===== config.mk =====
export PLATFORM = sky130hd
export DESIGN_NAME = sync_fifo
export DESIGN_NICKNAME = d
export VERILOG_FILES = /design/src/rtl/sync_fifo.sv
export SDC_FILE = /design/constraint.sdc
export NUM_CORES = 1
export LEC_CHECK = 0
export ABC_AREA = 0
export ABC_CLOCK_PERIOD_IN_PS = 6700
export CAP_MARGIN = 30
export CORE_MARGIN = 2
export CORE_UTILIZATION = 61
export DETAILED_ROUTE_END_ITERATION = 12
export GPL_TIMING_DRIVEN = 0
export PLACE_DENSITY = 0.83
export SLEW_MARGIN = 0
export SYNTH_ARGS = -nofsm -noshare
export SYNTH_HDL_FRONTEND = slang
export SYNTH_SLANG_ARGS = --single-unit

===== constraint.sdc =====
create_clock -name sys_clk -period 6.7 [get_ports sys_clk]
set_clock_uncertainty 0.1 [all_clocks]
set_input_delay 0.67 -clock sys_clk [delete_from_list [all_inputs] [get_ports sys_clk]]
set_output_delay 0.67 -clock sys_clk [all_outputs]
set_load 0.01 [all_outputs]

===== src/rtl/sync_fifo.sv =====
// Single-clock circular-buffer FIFO with registered read data, occupancy and flags.
// Optional sticky overflow/underflow flags are enabled by defining SYNC_FIFO_ERR_FLAGS_EN.
module sync_fifo #(
   parameter int DATA_W    = 8,
   parameter int DEPTH     = 8,
   parameter int AF_THRESH = DEPTH - 2,
   parameter int AE_THRESH = 2
) (
   input  logic                       sys_clk,
   input  logic                       rst,
   input  logic                       tx_ready,
   input  logic [DATA_W-1:0]          tx_data,
   input  logic                       rx_ready,
   output logic [DATA_W-1:0]          rx_data,
   output logic                       rx_valid,
   output logic                       fifo_f,
   output logic                       fifo_e,
   output logic                       fifo_af,
   output logic                       fifo_ae,
   output logic [$clog2(DEPTH):0]     level,
   output logic                       ovf_err,
   output logic                       udf_err
);

   localparam int AW = $clog2(DEPTH);
   localparam int LW = AW + 1;
   localparam logic [AW-1:0] PTR_ONE = AW'(1);
   localparam logic [LW-1:0] LVL_ONE = LW'(1);

   logic [DATA_W-1:0] mem_r [DEPTH];
   logic [AW-1:0]     wr_ptr_r;
   logic [AW-1:0]     rd_ptr_r;
   logic [LW-1:0]     level_r;
   logic [LW-1:0]     level_nxt_s;
   logic [DATA_W-1:0] rx_data_r;
   logic              rx_valid_r;
   logic              full_r;
   logic              empty_r;
   logic              af_r;
   logic              ae_r;
   logic              wr_acc_s;
   logic              rd_acc_s;

   // Handshake: a read frees a slot in the same cycle, so a full FIFO still takes a write.
   always_comb begin
      rd_acc_s = rx_ready && !empty_r;
      wr_acc_s = tx_ready && (!full_r || rd_acc_s);
   end

   // Next occupancy; simultaneous read and write leaves it unchanged.
   always_comb begin
      level_nxt_s = level_r;
      case ({wr_acc_s, rd_acc_s})
         2'b10:   level_nxt_s = level_r + LVL_ONE;
         2'b01:   level_nxt_s = level_r - LVL_ONE;
         default: level_nxt_s = level_r;
      endcase
   end

   // Storage array; contents are not reset.
   always_ff @(posedge sys_clk) begin
      if (wr_acc_s && !rst) begin
         mem_r[wr_ptr_r] <= tx_data;
      end
   end

   // Pointers, read data, occupancy and flags registered from the next-state level.
   always_ff @(posedge sys_clk) begin
      if (rst) begin
         wr_ptr_r   <= {AW{1'b0}};
         rd_ptr_r   <= {AW{1'b0}};
         level_r    <= {LW{1'b0}};
         rx_data_r  <= {DATA_W{1'b0}};
         rx_valid_r <= 1'b0;
         full_r     <= 1'b0;
         empty_r    <= 1'b1;
         af_r       <= 1'b0;
         ae_r       <= 1'b1;
      end else begin
         if (wr_acc_s) begin
            wr_ptr_r <= wr_ptr_r + PTR_ONE;
         end
         if (rd_acc_s) begin
            rd_ptr_r  <= rd_ptr_r + PTR_ONE;
            rx_data_r <= mem_r[rd_ptr_r];
         end
         rx_valid_r <= rd_acc_s;
         level_r    <= level_nxt_s;
         full_r     <= (level_nxt_s == LW'(DEPTH));
         empty_r    <= (level_nxt_s == {LW{1'b0}});
         af_r       <= (level_nxt_s >= LW'(AF_THRESH));
         ae_r       <= (level_nxt_s <= LW'(AE_THRESH));
      end
   end

`ifdef SYNC_FIFO_ERR_FLAGS_EN
   logic ovf_err_r;
   logic udf_err_r;

   // Sticky error flags, cleared only by reset.
   always_ff @(posedge sys_clk) begin
      if (rst) begin
         ovf_err_r <= 1'b0;
         udf_err_r <= 1'b0;
      end else begin
         if (tx_ready && full_r && !rd_acc_s) begin
            ovf_err_r <= 1'b1;
         end
         if (rx_ready && empty_r) begin
            udf_err_r <= 1'b1;
         end
      end
   end

   assign ovf_err = ovf_err_r;
   assign udf_err = udf_err_r;
`else
   assign ovf_err = 1'b0;
   assign udf_err = 1'b0;
`endif

   assign rx_data  = rx_data_r;
   assign rx_valid = rx_valid_r;
   assign level    = level_r;
   assign fifo_f   = full_r;
   assign fifo_e   = empty_r;
   assign fifo_af  = af_r;
   assign fifo_ae  = ae_r;

endmodule


---- After elaboration in Yosys (flattened, before gate mapping) ----
Memories as Yosys holds them, arrays and structs flattened. A register that Yosys moved wholly into a read port is not among the register bits.
Index checks and enable logic that the tools add are counted.
Widths: inputs -> output; s select.
cells by class
  reduce and logical (&&, ||, !) cells .... 8
  magnitude comparators ................... 2
  equality and inequality tests ........... 3
  muxes and demuxes ....................... 3
  add/subtract/negate cells ............... 4
operators by type and width
  cell                 number
  $pmux 4 s2           1
  $add 3x1->3 const B  2
  $add 4x1->4 const B  1
  $eq 4x4->1 const B   1
  $ge 4x3->1 const B   1
  $le 4x2->1 const B   1
  $logic_not 4->1      1
  $sub 4x1->4 const B  1
  $logic_and 1x1->1    3
  $logic_not 1->1      3
  $eq 2x1->1 const B   1
  $eq 2x2->1 const B   1
  $mux 1               2
  $logic_or 1x1->1     1
word-level totals
  memories ................................ 1
  register bits after elaboration ......... 15
  memory bits (writable) .................. 64
  output and inout bits ................... 19
  logic and storage cells ................. 29
  input port bits ......................... 12
memory list
  name   depth  width  rd ports  clocked after Yosys merged registers in  wr ports  RTL line  text
  mem_r  8      8      1         1                                        1         30        logic [DATA_W-1:0] mem_r [DEPTH];

---- Longest topological paths before layout ----
  depth after elaboration ................. 7
  gate-level depth with buffers ........... 11

---- Least setup slack after synthesis ----
OpenSTA, ideal clock, no wires.
  path type ............................... input-to-reg
  start point ............................. input rx_ready
  end point ............................... register full_r, in the netlist fifo_f
  data arrival time ....................... 2.536 ns
  slack ................................... 3.992 ns
  buffers on the path ..................... 0
  stages .................................. 11
  cells stage by stage .................... nand2b_1 > a21boi_2 > inv_2 > ha_1 > xor2_1 > ha_1 > a21oi_2 > mux2i_1 > xor2_1 > o21a_1 > nor3b_2
between the ends
  cells in the longest elaborated chain, start to end .. 6
RTL lines
  what                                             RTL line  text
  start: declaration                               13        input logic rx_ready,
  $logic_and 1x1->1 *                              46        rd_acc_s = rx_ready && !empty_r;
  $logic_or 1x1->1                                 47        wr_acc_s = tx_ready && (!full_r || rd_acc_s);
  $logic_and 1x1->1                                47
  $eq 2x1->1 / $eq 2x2->1 (equally long branches)  53        case ({wr_acc_s, rd_acc_s})
  $pmux 4 s2 *                                     53
  $eq 4x4->1 *                                     89        full_r <= (level_nxt_s == LW'(DEPTH));
  end signal: assignment                           89
  end: declaration                                 37        logic full_r;
Every way passes the cells marked *; elsewhere a longest branch is shown, timed or not.
A chain may end at the register's enable or synchronous reset.

---- Final worst setup path ----
Ends and elaborated chain as after synthesis.

==> flow_results.org <==
** STA
- Setup violations remaining at the end of the flow were counted as 0.
- The total count of hold-check failures in the final report is 0.
- Final max-slew violation count :: 0
- Summed over all failing endpoints, the final setup total negative slack is 0 ns.
- For the finished layout, the period the worst path requires is 3.16 ns.
- Timing-limited maximum frequency :: approximately 0.32 GHz
- Setup repair after global routing left no endpoint under its margin.
- Worst slew margin relative to its limit :: 0.421
- Slew at the pin closest to its max-slew limit :: ~0.87 ns
- Of the available clock period, the critical path in the final layout requires 0.472.

** Clock network
- Counting the buffers created by CTS gives 9.
- CTS placed an instance of sky130_fd_sc_hd__clkbuf_8 at the clock tree root.
- Clock-pin slew was measured on the worst setup and hold paths at 0.09 ns.
- TritonCTS clock tree :: done
- CTS saw slightly below 90 sinks.
- In this run, post-CTS repair resized a total of 0 instances.
- Clock tree buffer depth :: 2
- Buffers inserted to repair hold after CTS numbered 0.
- Number of post-CTS setup repair buffers :: 0
- The H-tree generated during clock tree synthesis spans 3 levels.
- The clock reaches the later pin of the worst-skew pair after around 0.35 ns.

** Worst hold path
- Number of cells on the worst hold path :: 2
- The worst hold path begins at rx_data[4]$_SDFFE_PP0P_.
- The path class of the tightest hold or removal check is reg2reg.
- Worst Hold Endpoint :: rx_data[4]$_SDFFE_PP0P_

** Global routing
- Wire length of the first global-routing pass :: approximately 10 mm
- For this run, global-route usage on met1 was measured as 0.293.
- Overall overflow remaining after global route :: 0
- Entering global routing, the biggest net connects 15 pins.
- The via count of the first global-routing pass is between 1.5k and 2k.
- The number of antenna violations at the first check in global routing came to 0.
- Overall Global Routing Usage :: 0.228
- Met2 Use GR :: 0.388
- Busiest layer in global routing :: met2
- Met3 usage in global routing :: 0.0441

** Synth
- Counting flops with an async set or reset pin after synthesis yields a share of 0.
- In the synthesized netlist the dominant register cell turns out to be sky130_fd_sc_hd__edfxtp_1.
- Proportion of synthesized chip area in sequential cells :: 0.677
- The synthesized design contains 64 enable-type register cells.
- Yosys printed 0 warnings.
- Flops & latches, synth :: just under 90
- In this run the cell area of the synthesized design comes to between 3000 and 4000 sq um.
- A synthesized cell averages approximately 16 sq um.
- Post-synthesis instance total :: roughly 210
- The synthesized netlist contains 40 unique library cells.

** Floorplanning
- In this run the horizontal extent of the chip is 79.9 um.
- From bottom edge to top edge, the die measures 79.9 um.
- Area of the core region :: 5540 sq um
- During I/O placement, the number of pins put on the boundary was 31.
- Starting density of the core :: 0.635
- Cell row count :: 27
- Die outline area :: 6390 sq um

** Layout
- Most frequent standard cell in the layout excluding fill and tap cells :: sky130_fd_sc_hd__edfxtp_1
- Area overhead of the layout relative to synthesis :: 17.8%
- Share of post-route cells with drive strength above 1 :: 0.179
- Number of cells in the finished layout apart from fillers :: approximately 340
- Number of inserted filler cells in the final layout :: about 350
- The number of antenna diodes in the final layout is 0.
- Count of nets after finishing :: ~280
- Most used cells in the layout excluding fill and tap cells :: 64 x sky130_fd_sc_hd__edfxtp_1, 27 x sky130_fd_sc_hd__clkdlybuf4s50_1, 24 x sky130_fd_sc_hd__nor2_1

** Routing
- Total Wirelength :: 6.44 mm
- The routed layout has around 2.0k vias.
- In the final routed layout, each cell accounts on average for a little under 20 um.
- In the routed design, unresolved DRC markers number 0.
- After the first detailed-routing iteration, the DRC count stood at 140.
- The detail route stage leaves a number of antenna-violating nets equal to 0.
- After detailed routing, the number of vias per cell comes to a little under 6.
- The first detailed-routing pass ran for 4 iterations.

** Critical path
- Cell type of the slowest stage on the worst timing path :: sky130_fd_sc_hd__clkdlybuf4s50_1
- STA classifies the critical path startpoint as an input port.
- Crit-path cells :: clkdlybuf4s50_1 -> nand2b_1 -> a21boi_2 -> inv_2 -> ha_1 -> xor2_1 -> ha_1 -> a21oi_2 -> mux2i_1 -> xor2_1 -> o21a_1 -> nor3b_2
- Number of buffers and inverters on the critical path :: 2
- Endpoint of the most critical register-to-register path :: fifo_f$_SDFF_PP0_
- Grouping stages by cell kind, the critical path spends the most delay in buffers and inverters.
- STA classifies the critical path endpoint as a flip-flop.
- Number of cells traversed by the worst register-to-register path :: 11
- Crit Path Class :: in2reg
- Beginning of the worst register-to-register path :: fifo_e$_SDFF_PP1_
- In this run the worst path has a maximum fanout of 7.
- Data arrival time of the critical path :: ~3.4 ns
- Worst EP required :: roughly 6.9 ns
- The worst register-to-register path has a setup slack of ~3.9 ns.
- CP max stage delay :: about 0.47 ns

** Power
- Power spread over the standard cell area amounts to about 330 nW/um^2.
- The design draws 1.36 mW.
- The worst-case IR drop observed on VDD is about 230 uV.
- Leak Pwr :: 1.40 nW

** Place
- In this run the tool buffered the top-level ports with 27 buffer cells.
- Number of placed cells counting well taps :: about 320
- Detailed Place HPWL :: around 4.4 mm
- At the end of routability-driven placement, the weighted congestion stood at 0.710.

** Job
- Maximum capacitance violations :: 0

** Status
- Result of the run :: completed
[Yosys cell counts (2+ instances only)]
master,number,area share
sky130_fd_sc_hd__dfxtp_1,23,0.13
sky130_fd_sc_hd__nor3_1,4,0.0057
sky130_fd_sc_hd__a21oi_1,3,0.0043
sky130_fd_sc_hd__nor3b_1,2,0.0043
sky130_fd_sc_hd__buf_2,3,0.0043
sky130_fd_sc_hd__buf_6,3,0.0096
sky130_fd_sc_hd__nand3b_1,2,0.0043
sky130_fd_sc_hd__xor2_1,5,0.012
sky130_fd_sc_hd__nor2_1,24,0.026
sky130_fd_sc_hd__buf_4,4,0.0085
sky130_fd_sc_hd__nand2_1,10,0.011
sky130_fd_sc_hd__xnor2_1,2,0.0050
sky130_fd_sc_hd__mux4_1,7,0.052
sky130_fd_sc_hd__a211oi_1,8,0.017
sky130_fd_sc_hd__ha_1,5,0.018
sky130_fd_sc_hd__mux4_2,9,0.058
sky130_fd_sc_hd__mux2i_1,10,0.028
sky130_fd_sc_hd__edfxtp_1,64,0.55
sky130_fd_sc_hd__clkbuf_1,4,0.0043
sky130_fd_sc_hd__inv_1,2,0.0021
[through the flow]
step	util	worst slack, ns	instance area, sq um	hold slack, ns
5_1_grt	0.748	3.29	4150	0.441
4_1_cts	0.748	3.55	4150	0.407
2_1_floorplan	-	3.99	3520	0.402
3_3_place_gp	0.701	2.81	3880	0.391
6_report	0.748	3.54	4150	0.405
3_5_place_dp	0.710	3.20	3930	0.396
[cell type report]
class                           instances  area, sq um  area share
Inverter                                3         11.3     0.00272
Timing Repair Buffer                   32          308      0.0743
Tap cell                               72         90.1      0.0217
Sequential cell                        87         2380       0.575
Clock buffer                           10          128      0.0308
Buffer                                 15          114      0.0275
Clock inverter                          6         85.1      0.0205
Multi-Input combinational cell        110         1030       0.248
[how the worst max path moves through the flow]
stage	from	cells past startpoint	end	slack [ns]
4_1_cts	rx_ready	12	fifo_f$_SDFF_PP0_	3.55
3_5_place_dp	rx_ready	12	fifo_f$_SDFF_PP0_	3.20
3_3_place_gp	rx_ready	5	mem_r[0][5]$_DFFE_PP_	2.81
6_report	rx_ready	12	fifo_f$_SDFF_PP0_	3.54
5_1_grt	rx_ready	12	fifo_f$_SDFF_PP0_	3.29
2_1_floorplan	rx_ready	11	fifo_f$_SDFF_PP0_	3.99
[state kept, by name, indices dropped and copies added, names as in the netlist]
name,flops
fifo_e,1
fifo_ae,1
rx_data,8
rx_valid,1
fifo_f,1
mem_r,64
wr_ptr_r,3
fifo_af,1
rd_ptr_r,3
level,4
[metal layers]
| layer | vias to the layer above | share of wire |
|---|---|---|
| li1 | 901 | - |
| met1 | 995 | 0.41 |
| met2 | 62 | 0.52 |
| met3 | 8 | 0.055 |
| met4 | 0 | 0.013 |
| met5 | - | 0 |
[worst reg2reg max path, stage by stage, from the launching register on]
cell                       delay (ns)
sky130_fd_sc_hd__dfxtp_1         0.32
sky130_fd_sc_hd__nand2b_1        0.21
sky130_fd_sc_hd__a21boi_2        0.31
sky130_fd_sc_hd__inv_2           0.14
sky130_fd_sc_hd__ha_1            0.27
sky130_fd_sc_hd__xor2_1          0.17
sky130_fd_sc_hd__ha_1            0.19
sky130_fd_sc_hd__a21oi_2         0.11
sky130_fd_sc_hd__mux2i_1         0.22
sky130_fd_sc_hd__xor2_1          0.32
sky130_fd_sc_hd__o21a_1          0.19
sky130_fd_sc_hd__nor3b_2         0.15
[cells by family (layout without fill, tap and decap cells)]
family | Yosys count | after routing | synth area share
xor gates and xnor gates | 8 | 8 | 0.0220
AOI/OAI and AO/OA | 19 | 19 | 0.0405
and+or+nand+nor | 50 | 50 | 0.0676
buffers and inverters | 18 | 66 | 0.0356
DFF | 87 | 87 | 0.677
adders and majority gates | 5 | 5 | 0.0178
other | 1 | 2 | 0.00107
muxes | 26 | 26 | 0.138
[power breakdown]
part	leakage [nW]	switching, mW	internal (mW)
Sequential	0.767	0.0250	0.619
Clock	0.104	0.176	0.209
Combinational	0.530	0.159	0.175
Total	1.40	0.360	1.00
No activity file was read; power rests on OpenSTA's default activity.
